`src/rtl/fxp6s_pkg.sv`:
```
// rtl/fxp6s_pkg.sv - shared fxp6s format constants and the averager state encoding
//
// Purpose: common definitions for the fxp6s sign-magnitude blocks.
//   FXP6S_WIDTH   total quotient width (sign + magnitude)
//   FXP6S_MAG_W   magnitude width
//   FXP6S_LSB_POW exponent of the magnitude LSB (LSB = 0.25)
//   DBZ_CNT_MAX   saturation value of the divide-by-zero counter
//   state_t       averager FSM states
package fxp6s_pkg;

  localparam int FXP6S_WIDTH   = 6;
  localparam int FXP6S_MAG_W   = 5;
  localparam int FXP6S_LSB_POW = -2;

  localparam logic [3:0] DBZ_CNT_MAX = 4'd15;

  typedef enum logic {
    ACCUM = 1'b0,
    HOLD  = 1'b1
  } state_t;

endpackage

```
`src/rtl/fxp6s_sm2tc.sv`:
```
// rtl/fxp6s_sm2tc.sv - fxp6s sign-magnitude to two's-complement converter
//
// Purpose: combinational conversion of a 6-bit sign-magnitude value to 6-bit
// two's complement in -31..+31. Negative zero (100000) maps to 0.
// Ports:
//   sm  in  6  sign-magnitude value, bit 5 = sign, bits 4:0 = magnitude
//   tc  out 6  two's-complement value
module fxp6s_sm2tc
  import fxp6s_pkg::*;
(
  input  logic [FXP6S_WIDTH-1:0]        sm,
  output logic signed [FXP6S_WIDTH-1:0] tc
);

  logic [FXP6S_WIDTH-1:0] mag_ext;

  assign mag_ext = {1'b0, sm[FXP6S_MAG_W-1:0]};

  // A zero magnitude negates to zero, so negative zero needs no special case.
  always_comb begin
    if (sm[FXP6S_WIDTH-1]) tc = $signed(-mag_ext);
    else                   tc = $signed(mag_ext);
  end

endmodule

```
`src/rtl/fxp6s_qavg.sv`:
```
// rtl/fxp6s_qavg.sv - windowed mean of fxp6s divider quotients with dbz count
//
// Purpose: averages 2^LOG2_WIN valid quotients and reports the number of
// divide-by-zero samples discarded in the window.
// Build option: define FXP6S_QAVG_ROUND_EN to round the mean magnitude half
// away from zero; otherwise the magnitude is truncated toward zero.
// Ports:
//   clk          in   1  clock
//   rstn         in   1  synchronous active-low reset
//   in_valid     in   1  quotient valid
//   in_ready     out  1  quotient accepted this cycle when valid
//   in_q         in   6  sign-magnitude quotient
//   in_dbz       in   1  divide-by-zero flag, in_q ignored when set
//   out_valid    out  1  window result valid
//   out_ready    in   1  downstream accepts result
//   out_avg      out  6  window mean, sign-magnitude
//   out_dbz_cnt  out  4  dbz samples seen in the window, saturating
module fxp6s_qavg
  import fxp6s_pkg::*;
#(
  parameter int LOG2_WIN = 2
) (
  input  logic                   clk,
  input  logic                   rstn,
  input  logic                   in_valid,
  output logic                   in_ready,
  input  logic [FXP6S_WIDTH-1:0] in_q,
  input  logic                   in_dbz,
  output logic                   out_valid,
  input  logic                   out_ready,
  output logic [FXP6S_WIDTH-1:0] out_avg,
  output logic [3:0]             out_dbz_cnt
);

  localparam int ACC_W = FXP6S_WIDTH + LOG2_WIN;
  localparam int CNT_W = LOG2_WIN + 1;
  localparam int WIN   = 1 << LOG2_WIN;

  state_t state, state_nxt;

  logic signed [ACC_W-1:0]       acc;
  logic signed [ACC_W-1:0]       sum;
  logic [CNT_W-1:0]              cnt;
  logic [3:0]                    dbz_cnt;
  logic signed [FXP6S_WIDTH-1:0] q_tc;
  logic [ACC_W-1:0]              m;
  logic [ACC_W-1:0]              m_r;
  logic [FXP6S_MAG_W-1:0]        mag;
  logic [FXP6S_WIDTH-1:0]        avg_nxt;
  logic                          accept;
  logic                          take;
  logic                          last;

  fxp6s_sm2tc u_sm2tc (
    .sm (in_q),
    .tc (q_tc)
  );

  assign accept = in_valid && in_ready;
  assign take   = accept && !in_dbz;
  assign last   = take && (cnt == CNT_W'(WIN - 1));

  // The result is formed from acc + current sample so the window closes on
  // the accepting edge rather than one cycle later.
  assign sum = acc + $signed({{LOG2_WIN{q_tc[FXP6S_WIDTH-1]}}, q_tc});

  always_comb begin
    m = sum[ACC_W-1] ? ACC_W'(-sum) : ACC_W'(sum);
`ifdef FXP6S_QAVG_ROUND_EN
    m_r = m + ACC_W'(1 << (LOG2_WIN - 1));
`else
    m_r = m;
`endif
    mag     = m_r[LOG2_WIN +: FXP6S_MAG_W];
    // A zero mean is reported as +0 regardless of the sum's sign.
    avg_nxt = {sum[ACC_W-1] && (mag != '0), mag};
  end

  always_ff @(posedge clk) begin
    if (!rstn) state <= ACCUM;
    else       state <= state_nxt;
  end

  always_comb begin
    state_nxt = state;
    case (state)
      ACCUM:   if (last) state_nxt = HOLD;
      HOLD:    if (out_ready) state_nxt = ACCUM;
      default: state_nxt = ACCUM;
    endcase
  end

  always_comb begin
    in_ready  = rstn && (state == ACCUM);
    out_valid = (state == HOLD);
  end

  always_ff @(posedge clk) begin
    if (!rstn) begin
      acc         <= '0;
      cnt         <= '0;
      dbz_cnt     <= '0;
      out_avg     <= '0;
      out_dbz_cnt <= '0;
    end else if (state == HOLD) begin
      if (out_ready) begin
        acc     <= '0;
        cnt     <= '0;
        dbz_cnt <= '0;
      end
    end else if (accept) begin
      if (in_dbz) begin
        if (dbz_cnt != DBZ_CNT_MAX) dbz_cnt <= dbz_cnt + 4'd1;
      end else if (last) begin
        out_avg     <= avg_nxt;
        out_dbz_cnt <= dbz_cnt;
      end else begin
        acc <= sum;
        cnt <= cnt + CNT_W'(1);
      end
    end
  end

endmodule

```
`config.mk`:
```
export PLATFORM = sky130hd
export DESIGN_NAME = fxp6s_qavg
export DESIGN_NICKNAME = d
export VERILOG_FILES = /design/src/rtl/fxp6s_pkg.sv /design/src/rtl/fxp6s_sm2tc.sv /design/src/rtl/fxp6s_qavg.sv
export SDC_FILE = /design/constraint.sdc
export NUM_CORES = 1
export LEC_CHECK = 0
export BUFFER_PORTS_ARGS = -buffer_cell sky130_fd_sc_hd__buf_4
export CORE_ASPECT_RATIO = 0.75
export CORE_MARGIN = 5
export CORE_UTILIZATION = 40
export CTS_BUF_LIST = sky130_fd_sc_hd__clkbuf_4 sky130_fd_sc_hd__clkbuf_8 sky130_fd_sc_hd__clkbuf_16
export DETAILED_ROUTE_END_ITERATION = 8
export MAX_ROUTING_LAYER = met4
export PLACE_DENSITY_LB_ADDON = 0.12
export SYNTH_ARGS = -nofsm -noshare
export SYNTH_HDL_FRONTEND = slang
export SYNTH_HIERARCHICAL = 1
export SYNTH_SLANG_ARGS = --single-unit
```
`constraint.sdc`:
```
create_clock -name clk -period 6.7 [get_ports clk]
set_input_delay 1.005 -clock clk [delete_from_list [all_inputs] [get_ports clk]]
set_output_delay 1.005 -clock clk [all_outputs]
set_load 0.02 [all_outputs]
```
# Word level (Yosys, flattened, before mapping)
# Cells that the tools add are included.
totals:
  regBits: 26
  in_bits: 11
  out_inout_bits: 12
  wordCells: 51
op_classes:
  add_sub_neg: 5
  eq_ne: 5
  n_mux: 20
  bitwise_logic: 2
  reduce_logical: 13
op_table:
  columns: ["op", "count"]
  rows:
  - ["2-to-1 mux 8 bit", 5]
  - ["2-to-1 mux 4 bit", 5]
  - ["2-to-1 mux 3 bit", 5]
  - ["AND reduction 4 bit", 3]
  - ["adder 8 x 6 -> 8 bit", 1]
  - ["2-to-1 mux 7 bit", 1]
  - ["negation 7 bit", 1]
  - ["2-to-1 mux 6 bit", 1]
  - ["negation 5 -> 6 bit", 1]
  - ["nonzero test 2 bit", 3]
  - ["logical AND 1 bit", 5]
  - ["nonzero test 5 bit", 1]
  - ["adder 4 x 1 -> 4 bit (second input constant)", 1]
  - ["inequality test 2 bit (second input constant)", 2]
  - ["inequality test 4 bit (second input constant)", 1]
  - ["adder 3 x 1 -> 3 bit (second input constant)", 1]
  - ["== test 3 x 2 -> 1 bit (second input constant)", 1]
  - ["2-to-1 mux 1 bit", 2]
  - ["inequality test 2 x 1 -> 1 bit (second input constant)", 1]
  - ["inverter 1 bit", 2]
  - ["case mux 1 bit (2 select lines)", 1]
  - ["zero test 1 bit", 1]

# Logic depth before layout (Yosys ltp)
# Gate-level depths: netlist of run 1.
depth:
  ltp_word: 9
  ltp_mapped: 12
  depth_no_buf: 12

# Modules after synthesis
# Netlist of run 1, hierarchy kept.
by_module_without_submodules:
  columns: ["mod", "instances", "cells_each", "area_each_um2", "seq_area_each_um2"]
  rows:
  - ["fxp6s_qavg", 1, 180, 1581.5, 520.5]
  - ["fxp6s_sm2tc", 1, 17, 121.4, 0.0]

# Worst setup path after synthesis of run 1
# Ideal clock, no wire load.
synth_path:
  path_kind: "in2reg"
  from: "input in_q[1]"
  to: "register out_avg[4]"
  setup_ps: 70
  t_arrival_ps: 3263
  required_ps: 6630
  path_slack_ps: 3367
  cell_stages: 12
  path_buffers: 0
  cell_sequence: "inv_1 ha_1 nand2_1 o21ai_0 inv_1 fa_1 xnor2_1 or2_4 o21bai_4 o32ai_1 xnor3_1 a21oi_1"
synth_via:
  elab_chain_cells: 5
synth_rtl:
  columns: ["item", "line_no", "source"]
  rows:
  - ["start, declared", "fxp6s_qavg.sv:27", "input logic [FXP6S_WIDTH-1:0] in_q,"]
  - ["negation 5 -> 6 bit", "fxp6s_sm2tc.sv:21", "if (sm[FXP6S_WIDTH-1]) tc = $signed(-mag_ext);"]
  - ["2-to-1 mux 6 bit *", "fxp6s_sm2tc.sv:21", null]
  - ["via q_tc[1]", "fxp6s_qavg.sv:45", "logic signed [FXP6S_WIDTH-1:0] q_tc;"]
  - ["adder 8 x 6 -> 8 bit *", "fxp6s_qavg.sv:65", "assign sum = acc + $signed({{LOG2_WIN{q_tc[FXP6S_WIDTH-1]}}, q_tc});"]
  - ["negation 7 bit", "fxp6s_qavg.sv:68", "m = sum[ACC_W-1] ? ACC_W'(-sum) : ACC_W'(sum);"]
  - ["2-to-1 mux 7 bit *", "fxp6s_qavg.sv:68", null]
  - ["end signal, assigned", "fxp6s_qavg.sv:115", "out_avg <= avg_nxt;"]
  - ["end, declared", "fxp6s_qavg.sv:31", "output logic [FXP6S_WIDTH-1:0] out_avg,"]
# Mark *: on every way through the listed nets, which the timed path passes. The rest lies on a longest branch.
# A chain may end at the register's enable or synchronous reset.

# Worst setup path in the final report of run 1
layout_path:
  from: "input in_q[0]"
  to: "register out_avg[5]"
layout_via:
  elab_chain_cells: 7
layout_rtl:
  columns: ["item", "line_no", "source"]
  rows:
  - ["negation 5 -> 6 bit *", "fxp6s_sm2tc.sv:21", null]
  - ["2-to-1 mux 6 bit *", "fxp6s_sm2tc.sv:21", null]
  - ["via q_tc[1]", "fxp6s_qavg.sv:45", null]
  - ["adder 8 x 6 -> 8 bit *", "fxp6s_qavg.sv:65", null]
  - ["negation 7 bit", "fxp6s_qavg.sv:68", null]
  - ["2-to-1 mux 7 bit", "fxp6s_qavg.sv:68", null]
  - ["nonzero test 5 bit", "fxp6s_qavg.sv:76", "avg_nxt = {sum[ACC_W-1] && (mag != '0), mag};"]
  - ["logical AND 1 bit *", "fxp6s_qavg.sv:76", null]
# Marked as above.

==> results of run 1 <==
[worst max-delay path, cell delays in order]
cell      delay [ns]
buf_4           0.10
inv_1           0.04
ha_1            0.27
nand2_1         0.04
o21ai_0         0.10
inv_1           0.10
fa_1            0.48
xnor2_1         0.24
or2_4           0.30
o21bai_4        0.19
o32ai_1         0.26
xnor3_1         0.28
a31oi_1         0.15
[stage by stage]
step                      area [um2]  hold WS [ns]   util  setup WS (ns)  total power, uW
after floorplan                 1700         0.452      -           3.37              232
after global placement          1920         0.460  0.471           3.12              252
after detailed placement        1920         0.463  0.471           3.06              253
after CTS                       1990         0.478  0.489           3.33              384
after global routing            1990         0.503  0.489           3.08              403
final                           1990         0.476  0.489           3.34              379
[logic make-up after synthesis]
logic type	synth area share
AO/OA/AOI/OAI	0.223
XOR/XNOR	0.0749
adder cells (fa/ha/maj)	0.0926
buffers and inverters	0.0463
flip-flops	0.306
multiplexers	0.0389
AND/OR/NAND/NOR	0.219
[metal layers]
layer,global-route usage,vias up,part of all wire,wire [um]
li1,-,744,-,-
met3,0.0383,2,0.049,188
met2,0.222,28,0.42,1620
met1,0.207,694,0.52,2000
met4,0.0257,0,0.0045,17
met5,-,-,0,0
[layout make-up]
cell class	instances	share of cell area
Timing Repair Buffer	24	0.0904
Inverter	13	0.0245
Clock buffer	3	0.0207
Multi-Input combinational cell	151	0.554
Tap cell	55	0.0345
Sequential cell	26	0.261
Clock inverter	1	0.0151
[Yosys cell counts (2+ instances only)]
cell      count  area share
a211oi_1      2      0.0088
a211oi_2      2       0.015
a21o_1        2      0.0088
a21oi_1      12       0.035
a311oi_1      2       0.010
a31oi_1       4       0.015
clkbuf_1      6       0.013
dfxtp_1      26        0.31
ha_1         11       0.081
inv_1        13       0.029
mux2i_1       4       0.024
nand2_1      15       0.033
nand2b_1      6       0.022
nand3_1      11       0.032
nand3b_1      2      0.0088
nor2_1       22       0.048
nor3b_1       3       0.013
o21ai_0       7       0.021
o31ai_1       2      0.0088
or2_2         2      0.0073
or4_1         2      0.0088
xnor2_1       7       0.036
xor2_1        5       0.026
[worst paths after layout]
check,from,to,slack (ns)
min,acc[2],acc[2],0.48
max reg2reg,acc[0],out_avg[5],4.13
max,in_q[0],out_avg[5],3.34
min reg2reg,acc[2],acc[2],0.48
[registers in the layout, summed over array words and instances (netlist names)]
name         count
acc              8
out_avg          6
dbz_cnt          4
out_dbz_cnt      4
cnt              3
out_valid        1
[power breakdown]
group | switching (uW) | internal (uW) | total [uW] | leakage (uW)
Sequential | 2.13 | 157 | 159 | 0.000210
Clock | 48.4 | 79.9 | 128 | 0.0000357
Combinational | 50.4 | 40.9 | 91.3 | 0.000585
Total | 101 | 278 | 379 | 0.000831
==> run metrics, run 1 <==
# IOs=23; clk_skew=0.00680 ns; Slew Limit Fails=0; Syn Area/Cell=8.64 um2; Crit Path Class=primary input to flip-flop; cell count after placement=~270; Clock Latency Late Sink=0.27 ns; area growth from synthesis to layout=17.0%; WP data required=6.90 ns; EDFF count, synth=0; final wirelength=3.82 mm; Post-synth ARST share=0; Antenna Cells=0; CORE AREA=4080 um2; Setup Viol. Count Final=0; Period Utilization, post-route=0.502; Worst-Margin Slew=around 0.8 ns; CTS Buf Count=3; Slew headroom=0.467; Storage cell area=roughly 520 um2; CTS Sinks=26; Detailed Route Iter0 Violations=85; setup bufs post-CTS=0; Tightest Hold Check Type=flip-flop to flip-flop; max_cap viols=0; fin crit period=3.36 ns; initial core utilization=0.417; hold buffers post-CTS=0; Cell Area, Synth=approximately 1700 um2; Reg clk slew, reported paths=roughly 0.090 ns; Placer Congestion=between 0.8 and 0.9; Leakage=0.000831 uW; die area=approximately 5700 um2; CTS tree=built; vias in the first global route=approximately 1,400; DR pass1 iterations=4; P per Cell Area=around 190 nW/um2; Placement Rows=20; buffer depth of the longest clock path=2; largest net degree at the start of global routing=23; DRT antenna net count=0; Via density=around 5.4; DP HPWL=2.92 mm; RSZ-0062 raised after global routing=no; Seq cells post-synth=26; TNS Setup=0 ns; status=finished, final reports clean; Die Y=roughly 67 um; most common cell after layout, fill and taps aside=dfxtp_1; Port-buffer cells=22; Startpoint Class=primary input; crit end category=flip-flop; depth of the CTS H-tree=1; commonest non-fill, non-tap cells in the layout=dfxtp_1 (26), buf_4 (24), nor2_1 (22); post-synth net total=between 200 and 250; Max Freq=298 MHz; sequential area share after synthesis=0.306; Gates resized, CTS repair=0; root buf cell=clkbuf_8; IR drop worst, VDD=0.103 mV; Remaining Overflow, GRT=0; Post-route DRC=0; Syn Inst Count=197; via count of the routed design=about 1,500; Final Hold Viols=0; Primary FF master, synth=dfxtp_1; crit path max fanout=5; Avg WL per Cell=14.0 um; CP Data Arrival Time=3.56 ns; Worst Hold Depth=2; layout cells sized above 1=0.202; Yosys cell types=52; Die X=85.3 um; R2R cell count=9; Finished Layout Cells=around 270; first-pass GRT wire length=6.70 mm; initial antenna violation count=0; GR Util All Layers=0.149; Multi-input gate area=1100 um2; filler instances=roughly 400; synth warn=6; layout net count=~240
Note: power is estimated with default switching activity, not from simulation.
==> run 2: changes to the inputs <==
clock period = 3.2 ns   (was 6.7 ns; I/O delays follow)
==> run metrics, run 2 (synthesis results as in run 1) <==
status=finished, final reports clean (unchanged); root buf cell=clkbuf_8 (unchanged); most common cell after layout, fill and taps aside=buf_4 (was dfxtp_1); area growth from synthesis to layout=18.4% (was 17.0%); first-pass GRT wire length=6.45 mm (was 6.70 mm); CTS tree=built (unchanged); die area=5680 um2 (unchanged); DR pass1 iterations=4 (unchanged); Worst path max stage delay=0.50 ns (was 0.48 ns); final wirelength=3.81 mm (was 3.82 mm); Tightest Hold Check Type=flip-flop to flip-flop (unchanged); R2R cell count=9 (unchanged); Finished Layout Cells=276 (was 273); P per Cell Area=397 nW/um2 (was 190 nW/um2); buffer depth of the longest clock path=2 (unchanged); via count of the routed design=1,454 (was 1,468); CTS Sinks=26 (unchanged); DP HPWL=2.98 mm (was 2.92 mm); Slew headroom=0.516 (was 0.467); Avg WL per Cell=13.8 um (was 14.0 um); setup bufs post-CTS=0 (unchanged); hold buffers post-CTS=0 (unchanged); cell count after placement=272 (was 269); clk_skew=0.00636 ns (was 0.00680 ns); Clock Latency Late Sink=0.27 ns (about the same); commonest non-fill, non-tap cells in the layout=buf_4 (27), dfxtp_1 (26), nor2_1 (22) (was dfxtp_1 (26), buf_4 (24), nor2_1 (22)); GR Util All Layers=0.144 (was 0.149); max_cap viols=0 (unchanged); IR drop worst, VDD=0.227 mV (was 0.103 mV); largest reg by FF count=acc (unchanged); Largest regs=acc x8, out_avg x6 (unchanged); Slew Limit Fails=0 (unchanged); Gates resized, CTS repair=0 (unchanged); CORE AREA=4080 um2 (unchanged); final design utilization=0.494 (was 0.489); TNS Setup=0 ns (unchanged); most used cell, CP=inv_1 (unchanged); WP data required=3.40 ns (was 6.90 ns); Post-route DRC=0 (unchanged); CTS Buf Count=3 (unchanged); Port-buffer cells=22 (unchanged); fin crit period=about 2.9 ns; layout cells sized above 1=0.213 (was 0.202); Via density=5.27 (was 5.38); # IOs=23 (unchanged); flop2flop setup slack=0.62 ns (was 4.13 ns); Storage cell area=520 um2 (unchanged); largest net degree at the start of global routing=22 (was 23); Placement Rows=20 (unchanged); CP Data Arrival Time=3.07 ns (was 3.56 ns); filler instances=390 (was 402); vias in the first global route=1,393 (was 1,414); depth of the CTS H-tree=1 (unchanged); layout net count=245 (was 242); Period Utilization, post-route=0.896; Final Hold Viols=0 (unchanged); CP max stage cell=fa_1 (unchanged); Max Freq=about 350 MHz; Die Y=66.5 um (unchanged); RSZ-0062 raised after global routing=no (unchanged); max FFs per register=8 (unchanged); Worst R2R End=out_avg[4] (was out_avg[5]); DRT antenna net count=0 (unchanged); initial core utilization=0.417 (unchanged); Worst-Margin Slew=0.723 ns (was 0.798 ns); Crit Path Class=primary input to flip-flop (unchanged); crit end category=flip-flop (unchanged); worst reg2reg path startpoint=acc[0] (unchanged); Antenna Cells=0 (unchanged); hold wc startpoint=acc[0] (was acc[2]); Leakage=0.000845 uW (was 0.000831 uW); Worst Hold Depth=2 (unchanged); Multi-input gate area=1100 um2 (unchanged); Startpoint Class=primary input (unchanged); Die X=85.3 um (unchanged); Reg clk slew, reported paths=0.09 ns (about the same); worst-path cell chain=buf_4, inv_1, ha_1, nand2_1, o21ai_0, inv_1, fa_1, xnor2_1, or2_4, o21bai_4, o32ai_1, xnor3_1, a21oi_1 (was buf_4, inv_1, ha_1, nand2_1, o21ai_0, inv_1, fa_1, xnor2_1, or2_4, o21bai_4, o32ai_1, xnor3_1, a31oi_1); crit path max fanout=4 (was 5); Worst Hold End=acc[0] (was acc[2]); Hold Slack=0.484 ns (was 0.476 ns); Remaining Overflow, GRT=0 (unchanged); Placer Congestion=0.858 (was 0.855); Detailed Route Iter0 Violations=93 (was 85); Setup Viol. Count Final=0 (unchanged); initial antenna violation count=0 (unchanged)
==> run 2: changes by cell type in the layout (fill, tap and decap cells not counted) <==
cell and delta:
buf_4 +3
==> run 2: stage by stage <==
| step | setup slack [ns] | power, uW | area, um2 |
|---|---|---|---|
| final | 0.332 | 800 | 2020 |
| after global routing | 0.173 | 844 | 2020 |
| after CTS | 0.335 | 808 | 2020 |
| after detailed placement | 0.0938 | 536 | 1940 |
| after global placement | 0.0833 | 536 | 1940 |
| after floorplan | 0.392 | 485 | 1700 |
==> run 2: how the worst max path moves through the flow <==
stage	start	to	slack (ns)	cells past startpoint
2_1_floorplan	in_q[1]	out_avg[4]	0.39	12
3_3_place_gp	in_q[0]	out_avg[4]	0.08	13
3_5_place_dp	in_q[0]	out_avg[4]	0.09	13
4_1_cts	in_q[0]	out_avg[4]	0.34	13
5_1_grt	in_q[0]	out_avg[4]	0.17	13
6_report	in_q[0]	out_avg[4]	0.33	13
==> run 2: cell type report <==
cell class                 instances  area share
multi-input combinational        151       0.547
timing repair buffer              27       0.101
inverter                          13      0.0242
tap                               55      0.0341
clock inverter                     1      0.0149
clock buffer                       3      0.0205
sequential                        26       0.258
==> run 2: layer usage <==
layer / GRT usage / up-vias / wire length, um / share of wire
li1: - / 751 / - / -
met1: 0.206 / 680 / 1980 / 0.52
met3: 0.0309 / 2 / 162 / 0.043
met4: 0.0119 / 0 / 10 / 0.0026
met5: - / - / 0 / 0
met2: 0.217 / 21 / 1660 / 0.43
==> run 2: power by group <==
part	total [uW]	internal [uW]	switching [uW]	leakage, uW
Combinational	197	91.5	105	0.000599
Sequential	334	329	4.84	0.000210
Clock	269	167	102	0.0000357
==> run 2: critical path, delay by kind of cell <==
| family | cells | cell delay [ns] |
|---|---|---|
| adder cells (fa/ha/maj) | 2 | 0.77 |
| buffers and inverters | 3 | 0.24 |
| XOR/XNOR | 2 | 0.50 |
| AND/OR/NAND/NOR | 2 | 0.32 |
| AO/OA/AOI/OAI | 4 | 0.76 |
